### config.mk
export PLATFORM = sky130hd
export DESIGN_NAME = seg_display_arbiter
export DESIGN_NICKNAME = d
export VERILOG_FILES = /design/src/rtl/seg_display_arbiter.sv
export SDC_FILE = /design/constraint.sdc
export NUM_CORES = 1
export LEC_CHECK = 0
export CELL_PAD_IN_SITES_DETAIL_PLACEMENT = 0
export CELL_PAD_IN_SITES_GLOBAL_PLACEMENT = 2
export CORE_MARGIN = 4
export CORE_UTILIZATION = 23
export DETAILED_ROUTE_END_ITERATION = 12
export PLACE_DENSITY = 0.71
export SETUP_SLACK_MARGIN = 0.5
export SLEW_MARGIN = 15
export SYNTH_ARGS = -nofsm -noshare
export SYNTH_HDL_FRONTEND = slang
export SYNTH_SLANG_ARGS = --single-unit
export TNS_END_PERCENT = 5
### constraint.sdc
create_clock -name CLK -period 3.1 [get_ports CLK]
set_input_delay 0.775 -clock CLK [delete_from_list [all_inputs] [get_ports CLK]]
set_output_delay 0.775 -clock CLK [all_outputs]
set_load 0.01 [all_outputs]
### src/rtl/seg_display_arbiter.sv
// Two-requester arbiter for a shared 4-digit multiplexed 7-segment display.
// SEG_ARB_ANTIGHOST_EN inserts one blank cycle at each digit change.
module seg_display_arbiter #(
    parameter int SCAN_DIV   = 100000,
    parameter int HOLD_TICKS = 500
) (
    input  logic        CLK,
    input  logic        RSTN,
    input  logic        req_a,
    input  logic        req_b,
    input  logic [31:0] data_a,
    input  logic [31:0] data_b,
    output logic        gnt_a,
    output logic        gnt_b,
    output logic [7:0]  seg,
    output logic [3:0]  an
);

    localparam int DIV_W  = (SCAN_DIV > 1) ? $clog2(SCAN_DIV) : 1;
    localparam int HOLD_W = $clog2(HOLD_TICKS + 1);

    typedef enum logic [1:0] {IDLE, OWN_A, OWN_B} state_t;

    state_t              state;
    state_t              state_nxt;
    logic                last_b;
    logic [DIV_W-1:0]    div;
    logic [1:0]          idx;
    logic [HOLD_W-1:0]   hold;
    logic                tick;
    logic                hold_full;
    logic [7:0]          seg_nxt;
    logic [3:0]          an_nxt;

    assign tick      = (div == DIV_W'(SCAN_DIV - 1));
    assign hold_full = (hold == HOLD_W'(HOLD_TICKS));

    function automatic logic [7:0] pick_byte(input logic [31:0] d, input logic [1:0] i);
        logic [7:0] b;
        case (i)
            2'd0:    b = d[31:24];
            2'd1:    b = d[23:16];
            2'd2:    b = d[15:8];
            default: b = d[7:0];
        endcase
        return b;
    endfunction

    function automatic logic [3:0] an_of(input logic [1:0] i);
        logic [3:0] a;
        case (i)
            2'd0:    a = 4'b0111;
            2'd1:    a = 4'b1011;
            2'd2:    a = 4'b1101;
            default: a = 4'b1110;
        endcase
        return a;
    endfunction

    always_comb begin
        state_nxt = state;
        unique case (state)
            IDLE: begin
                if (req_a && req_b)  state_nxt = last_b ? OWN_A : OWN_B;
                else if (req_a)      state_nxt = OWN_A;
                else if (req_b)      state_nxt = OWN_B;
            end
            OWN_A: begin
                if (!req_a)                  state_nxt = req_b ? OWN_B : IDLE;
                else if (req_b && hold_full) state_nxt = OWN_B;
            end
            OWN_B: begin
                if (!req_b)                  state_nxt = req_a ? OWN_A : IDLE;
                else if (req_a && hold_full) state_nxt = OWN_A;
            end
            default: state_nxt = IDLE;
        endcase
    end

    // Display follows the post-edge owner so grant and pattern switch together.
    always_comb begin
        seg_nxt = 8'hFF;
        an_nxt  = 4'hF;
        unique case (state_nxt)
            OWN_A: begin
                seg_nxt = pick_byte(data_a, idx);
                an_nxt  = an_of(idx);
            end
            OWN_B: begin
                seg_nxt = pick_byte(data_b, idx);
                an_nxt  = an_of(idx);
            end
            default: ;
        endcase
`ifdef SEG_ARB_ANTIGHOST_EN
        if (tick) begin
            seg_nxt = 8'hFF;
            an_nxt  = 4'hF;
        end
`endif
    end

    always_ff @(posedge CLK) begin
        if (!RSTN) begin
            state  <= IDLE;
            last_b <= 1'b1;
            gnt_a  <= 1'b0;
            gnt_b  <= 1'b0;
            seg    <= 8'hFF;
            an     <= 4'hF;
            div    <= '0;
            idx    <= 2'd0;
            hold   <= '0;
        end else begin
            state <= state_nxt;
            gnt_a <= (state_nxt == OWN_A);
            gnt_b <= (state_nxt == OWN_B);
            seg   <= seg_nxt;
            an    <= an_nxt;
            div   <= tick ? '0 : div + 1'b1;
            if (tick) idx <= idx + 2'd1;
            if (state_nxt == OWN_A)      last_b <= 1'b0;
            else if (state_nxt == OWN_B) last_b <= 1'b1;
            if (state_nxt != state || state_nxt == IDLE) hold <= '0;
            else if (tick && !hold_full)                 hold <= hold + 1'b1;
        end
    end

endmodule

==> out/qor.txt, run 1 <==
Setup CP Type: in2reg
First-pass GRT wire length: 11.2 mm
Maximum clock path buffer count: 2
Routability cong.: 0.722
Overflow after GRT: 0
Critical-path top delay cell: clkdlybuf4s50_1
Synth warn: 0
Sequential share of the synthesized area: 38.3%
Leakage: 0.00114 µW
Port Buffers: 81
Reg-to-reg critical path startpoint: hold[0]
Count leader, synth: dfxtp_1
Number of distinct library cells after synthesis: 41
Initial antenna violation count: 0
Unrepaired setup endpoints after global routing: true
GRT Total Usage: 12.0%
Antenna cells: 0
Starting Density: 23.9%
Clock sinks: 45
Worst-margin pin slew: 1.01 ns
Predominant post-synthesis flop cell: dfxtp_1
Reg clk slew, reported paths: 0.09 ns
Total CTS buffers: 5
Critical Path AT: 2.69 ns
Die W: 109 µm
Area grow syn2layout: 42.9%
DR iter-0 viols: 157
Pins Over Slew Limit: 0
Final Setup Violations: 0
Cts-stage hold buffer count: 0
Post-synth EDFFs: 0
Mapped Cells: 269
Die Y: 109 µm
Mapped Area: 2350 µm²
Largest net degree at the start of global routing: 34
Hold Vio Cnt, Final: 0
Die Outline Area: 11900 µm²
Slew margin rel.: 32.6%
Post-Place Setup Slack: 0.175 ns
Drt wl/cell: 14.8 µm
# IOs: 82
CP max stage delay: 0.51 ns
Final Routed Wirelength: 7.02 mm
Final Skew: 0.00332 ns
Post-route DRC: 0
Max Clk Rate: 399 MHz
Clock root buffer: clkbuf_8
Post-synth top area share: 38.3%
Initial DRT Pass Iterations: 5
Final min period: 2.50 ns
Crit path to: seg[7]
Worst path required time: 3.29 ns
Crit. Startpoint: req_a
PwrDens: 368 nW/µm²
CP endpoint kind: register
CP Cell Sequence: clkdlybuf4s50_1 > buf_4 > nor2b_1 > nand4_1 > nand3b_1 > inv_1 > ha_1 > nand2b_4 > a221o_1
Most common library cells after synthesis: dfxtp_1 (45), nand2_1 (31), o21ai_0 (21)
Period utilization: 80.8%
DR vias: 2261
CTS tree: built
Max-cap violations: 0
Fin worst setup slack: 0.597 ns
Detailed placer's ending HPWL: 5.21 mm
Core area: 9860 µm²
Share of layout cells above drive strength 1: 6.14%
Clk_lat worst skew: 0.29 ns
CTS H-Tree Depth: 2
R2R cell count: 9
Final ANT Viol Nets: 0
Post-synth ARST share: 0%
Tightest Hold Check Type: reg2reg
Nets: 418
Avg Cell Area, Syn: 8.75 µm²
Vias in the first global route: 2277
Outcome: finished, final reports clean
Drt via density: 4.76
Register-to-Register Setup Slack: 0.67 ns
Sum of negative setup slack: 0 ns
Maximum vdd drop: 0.151 mV
#FFs+latches synth: 45
Row count: 36
Cell taking the most area after synthesis: dfxtp_1
Critical-path maximum fanout: 8
FF-to-FF End: seg[7]
Top cells by area, synth: dfxtp_1 (38%), a222oi_1 (6.8%), nand2_1 (4.9%)
Critical Path Start Type: input port
Synth Net Count: 346
state kept, by name, summed over array words and instances, names as in the netlist:
register,count
an,4
state,2
last_b,1
gnt_b,1
seg,8
div,17
idx,2
gnt_a,1
hold,9
critical path, delay by kind of cell:
kind / cells / cell delay [ns]
buffers and inverters: 3 / 0.71
adders and majority gates: 1 / 0.33
AOI/OAI and AO/OA: 1 / 0.28
and+or+nand+nor: 4 / 0.59
kinds of logic (layout without fill, tap and decap cells):
| kind of cell | after synthesis | after routing | synth area share, % |
|---|---|---|---|
| muxes | 2 | 2 | 0.903 |
| DFF | 45 | 45 | 38.3 |
| AOI/OAI and AO/OA | 71 | 71 | 21.8 |
| and+or+nand+nor | 101 | 101 | 23.7 |
| adders and majority gates | 9 | 9 | 4.78 |
| xor gates and xnor gates | 14 | 14 | 5.21 |
| buffers and inverters | 27 | 100 | 5.31 |
per-stage QoR:
stage                     cells  hold WS (ns)  util (%)  power (µW)  instance area (µm²)
after floorplan             269         0.430         -         727                 2350
after global placement      467         0.447      33.0         889                 3260
after detailed placement    467         0.458      33.0         889                 3260
after CTS                   475         0.481      34.0        1260                 3350
after global routing        475         0.518      34.1        1310                 3370
final                       475         0.477      34.1        1240                 3370
area by class of cell:
class                   instances  area (µm²)
clock buffers                   5        68.8
repair buffers                 84         833
multi-input cells             197        1350
flip-flops and latches         45         901
inverters                       8        30.0
fillers                      1023        6500
well taps                     133         166
clock inverters                 3        17.5
cell usage in the layout (no fill, tap or decap), drive strengths merged, types with 3 or more instances in the layout:
| master | count |
|---|---|
| and4 | 5 |
| nand4 | 9 |
| nand2 | 31 |
| buf | 3 |
| a222oi | 16 |
| a221o | 8 |
| a21o | 3 |
| and2 | 5 |
| a21oi | 12 |
| or3 | 5 |
| clkdlybuf4s50 | 81 |
| ha | 9 |
| nand3 | 8 |
| clkbuf | 5 |
| xor2 | 7 |
| or4 | 4 |
| o21ai | 21 |
| nand2b | 3 |
| dfxtp | 45 |
| o31ai | 5 |
| xnor2 | 7 |
| inv | 8 |
| nor2 | 18 |
worst min path at each step:
stage | from | endpoint | slack, ns | cells past startpoint
floorplan | div[0] | div[0] | 0.43 | 1
global placement | div[0] | div[0] | 0.45 | 1
detailed placement | div[0] | div[0] | 0.46 | 1
CTS | div[0] | div[0] | 0.48 | 1
global route | hold[7] | hold[7] | 0.52 | 2
finish | div[0] | div[0] | 0.48 | 1
routing by layer:
metal | vias up | global-route usage, % | routed length, µm
met3 | 5 | 5.57 | 747
met4 | 0 | 2.67 | 47
met2 | 75 | 19.4 | 3130
met1 | 1026 | 14.7 | 3090
li1 | 1155 | - | -
met5 | - | 0 | 0
report_power, final:
group	internal (µW)	switching (µW)	leakage (µW)	total (µW)
combinational	158	97.4	0.000730	255
clock	156	206	0.0000439	362
sequential	608	15.2	0.000366	623
timing repair:
item	CTS	global route
setup endpoints to repair	8	25
resized for setup	2	5
cloned	0	0
setup buffers	0	0
(Power assumes the default switching activity.)
==> run 2, diff against run 1 <==
--- a/config.mk
+++ b/config.mk
@@ -10,7 +10,7 @@
 export CORE_MARGIN = 4
 export CORE_UTILIZATION = 23
 export DETAILED_ROUTE_END_ITERATION = 12
-export PLACE_DENSITY = 0.71
+export PLACE_DENSITY = 0.74
 export SETUP_SLACK_MARGIN = 0.5
 export SLEW_MARGIN = 15
 export SYNTH_ARGS = -nofsm -noshare
==> constraint.sdc (replaced) <==
create_clock -name CLK -period 2.1 [get_ports CLK]
set_input_delay 0.525 -clock CLK [delete_from_list [all_inputs] [get_ports CLK]]
set_output_delay 0.525 -clock CLK [all_outputs]
set_load 0.01 [all_outputs]
==> run 2 against run 1 <==
Against the previous run: the flow now finishes with violations (setup timing); first-iteration DRC count is 32% lower; flip-flop and latch count did not move; sequential power increased by 48%; clock skew up 0.0029 ns; worst setup slack worse by 0.63 ns; hold slack better by 0.018 ns; non-clock buffer count rose by 32; combinational power rose by 62%; sequential share of layout area down 3.3 points.
==> out/qor.txt, run 2 (synthesized netlist as in run 1, its figures left out) <==
CTS H-Tree Depth: 2 (unchanged)
Fillers: 1011 (was 1023)
# IOs: 82 (unchanged)
Tightest Hold Check Type: reg2reg (unchanged)
Core area: 9860 µm² (unchanged)
Slew margin rel.: 44.3% (was 32.6%)
Worst path required time: 2.30 ns (was 3.29 ns)
CP endpoint kind: register (unchanged)
Biggest regs: div x17, hold x9, seg x8 (unchanged)
Die Y: 109 µm (unchanged)
Commonest non-fill, non-tap cells in the layout: clkdlybuf4s50_1 (67), dfxtp_1 (39), buf_4 (31) (was clkdlybuf4s50_1 (81), dfxtp_1 (45), nand2_1 (30))
CTS tree: built (unchanged)
Nets: 450 (was 418)
Overflow after GRT: 0 (unchanged)
Critical Path AT: 2.33 ns (was 2.69 ns)
First-pass GRT wire length: 11.7 mm (was 11.2 mm)
Share of layout cells above drive strength 1: 24.9% (was 6.14%)
Unrepaired setup endpoints after global routing: true (unchanged)
Area grow syn2layout: 65.1% (was 42.9%)
Initial DRT Pass Iterations: 6 (was 5)
Antenna cells: 0 (unchanged)
Drt wl/cell: 14.3 µm (was 14.8 µm)
Routability cong.: 0.734 (was 0.722)
Max-cap violations: 0 (unchanged)
Fin worst setup slack: -0.0289 ns (was 0.597 ns)
Largest register FFs: 17 (unchanged)
DR vias: 2407 (was 2261)
Worst-margin pin slew: 0.835 ns (was 1.01 ns)
Final Routed Wirelength: 7.24 mm (was 7.02 mm)
Post-layout power: 2020 µW (was 1240 µW)
Clock root buffer: clkbuf_8 (unchanged)
Final core occ: 39.4% (was 34.1%)
Critical-path maximum fanout: 8 (unchanged)
Final ANT Viol Nets: 0 (unchanged)
Leakage: 0.00135 µW (was 0.00114 µW)
Final Cell Area: 3890 µm² (was 3370 µm²)
Maximum clock path buffer count: 2 (unchanged)
Largest register by flop count: div (unchanged)
Starting Density: 23.9% (unchanged)
Die Outline Area: 11900 µm² (unchanged)
Worst hold margin: 0.495 ns (was 0.477 ns)
Final min period: 2.13 ns
Final Skew: 0.00626 ns (was 0.00332 ns)
Post-route DRC: 0 (unchanged)
Drt via density: 4.75 (was 4.76)
GRT Total Usage: 12.5% (was 12.0%)
Port Buffers: 81 (unchanged)
Dpl cell area: 3500 µm² (was 3260 µm²)
Clock sinks: 45 (unchanged)
Post-Place Setup Slack: -0.400 ns (was 0.175 ns)
Total CTS buffers: 5 (unchanged)
Hold Vio Cnt, Final: 0 (unchanged)
Period utilization: 101%
Vias in the first global route: 2451 (was 2277)
Reg clk slew, reported paths: 0.09 ns (about the same)
Clk_lat worst skew: 0.30 ns (was 0.29 ns)
Detailed placer's ending HPWL: 5.46 mm (was 5.21 mm)
Final Setup Violations: 8 (was 0)
Die W: 109 µm (unchanged)
Most common cell after layout, fill and taps aside: clkdlybuf4s50_1 (unchanged)
Initial antenna violation count: 0 (unchanged)
Critical Path Start Type: input port (unchanged)
Outcome: finished with violations (was finished, final reports clean)
Pins Over Slew Limit: 0 (unchanged)
Failing checks: setup timing
DR iter-0 viols: 107 (was 157)
Row count: 36 (unchanged)
Largest net degree at the start of global routing: 31 (was 34)
Setup CP Type: in2reg (unchanged)
Maximum vdd drop: 0.280 mV (was 0.151 mV)
Max Clk Rate: 470 MHz
PwrDens: 520 nW/µm² (was 368 nW/µm²)
[run 2: cell types whose count changed in the layout (fill, tap and decap cells not counted), moves of 6 or more]
cell             delta
a21oi_2             +9
a21oi_1            -10
dlygate4sd2_1      +14
nor2_1             -11
dfxtp_1             -6
buf_4              +28
nor2_4             +11
clkdlybuf4s50_1    -14
[run 2: timing repair]
item | in CTS | in global routing
cloned | 0 | 0
hold buffers | 0 | 0
pin swaps | 19 | 33
setup buffers | 2 | 0
gates resized for setup | 46 | 32
setup endpoints to repair | 59 | 44
[run 2: metrics by stage]
stage          TNS [ns]  instances
2_1_floorplan     -1.53        269
3_3_place_gp      -4.50        497
3_5_place_dp      -4.54        497
4_1_cts          -0.273        507
5_1_grt           -1.22        507
6_report         -0.196        507
[run 2: per-layer routing]
| metal | vias to the layer above | share of wire [%] | global-route usage, % |
|---|---|---|---|
| met5 | - | 0 | 0 |
| met2 | 80 | 45 | 19.8 |
| met3 | 4 | 9.1 | 5.03 |
| met1 | 1099 | 45 | 16.1 |
| li1 | 1224 | - | - |
| met4 | 0 | 0.83 | 2.94 |
[run 2: area by class of cell]
type | instances | area, µm² | area share [%]
Clock buffer | 5 | 68.8 | 1.77
Clock inverter | 3 | 50.0 | 1.29
Sequential cell | 45 | 913 | 23.5
Tap cell | 133 | 166 | 4.28
Multi-Input combinational cell | 197 | 1580 | 40.6
Inverter | 8 | 30.0 | 0.772
Timing Repair Buffer | 116 | 1080 | 27.8
[run 2: final timing paths]
kind / cells past startpoint / start / endpoint / slack [ns]
worst max-delay path: 8 / req_a / seg[5] / -0.03
worst min-delay path: 2 / last_b / last_b / 0.50
worst max register to register: 9 / hold[1] / seg[5] / 0
worst min register to register: 2 / last_b / last_b / 0.50
[run 2: power by group]
| group | internal, µW | leakage [µW] | switching (µW) |
|---|---|---|---|
| Combinational | 250 | 0.000918 | 164 |
| Sequential | 897 | 0.000369 | 22.4 |
| Clock | 365 | 0.0000603 | 324 |
| Total | 1510 | 0.00135 | 510 |
[run 2: worst max-delay path, stage by stage]
cell             delay, ns
clkdlybuf4s50_1       0.47
nand2_1               0.05
a311oi_1              0.30
nand3b_1              0.20
inv_1                 0.09
ha_4                  0.25
nand2b_4              0.17
a221o_1               0.26
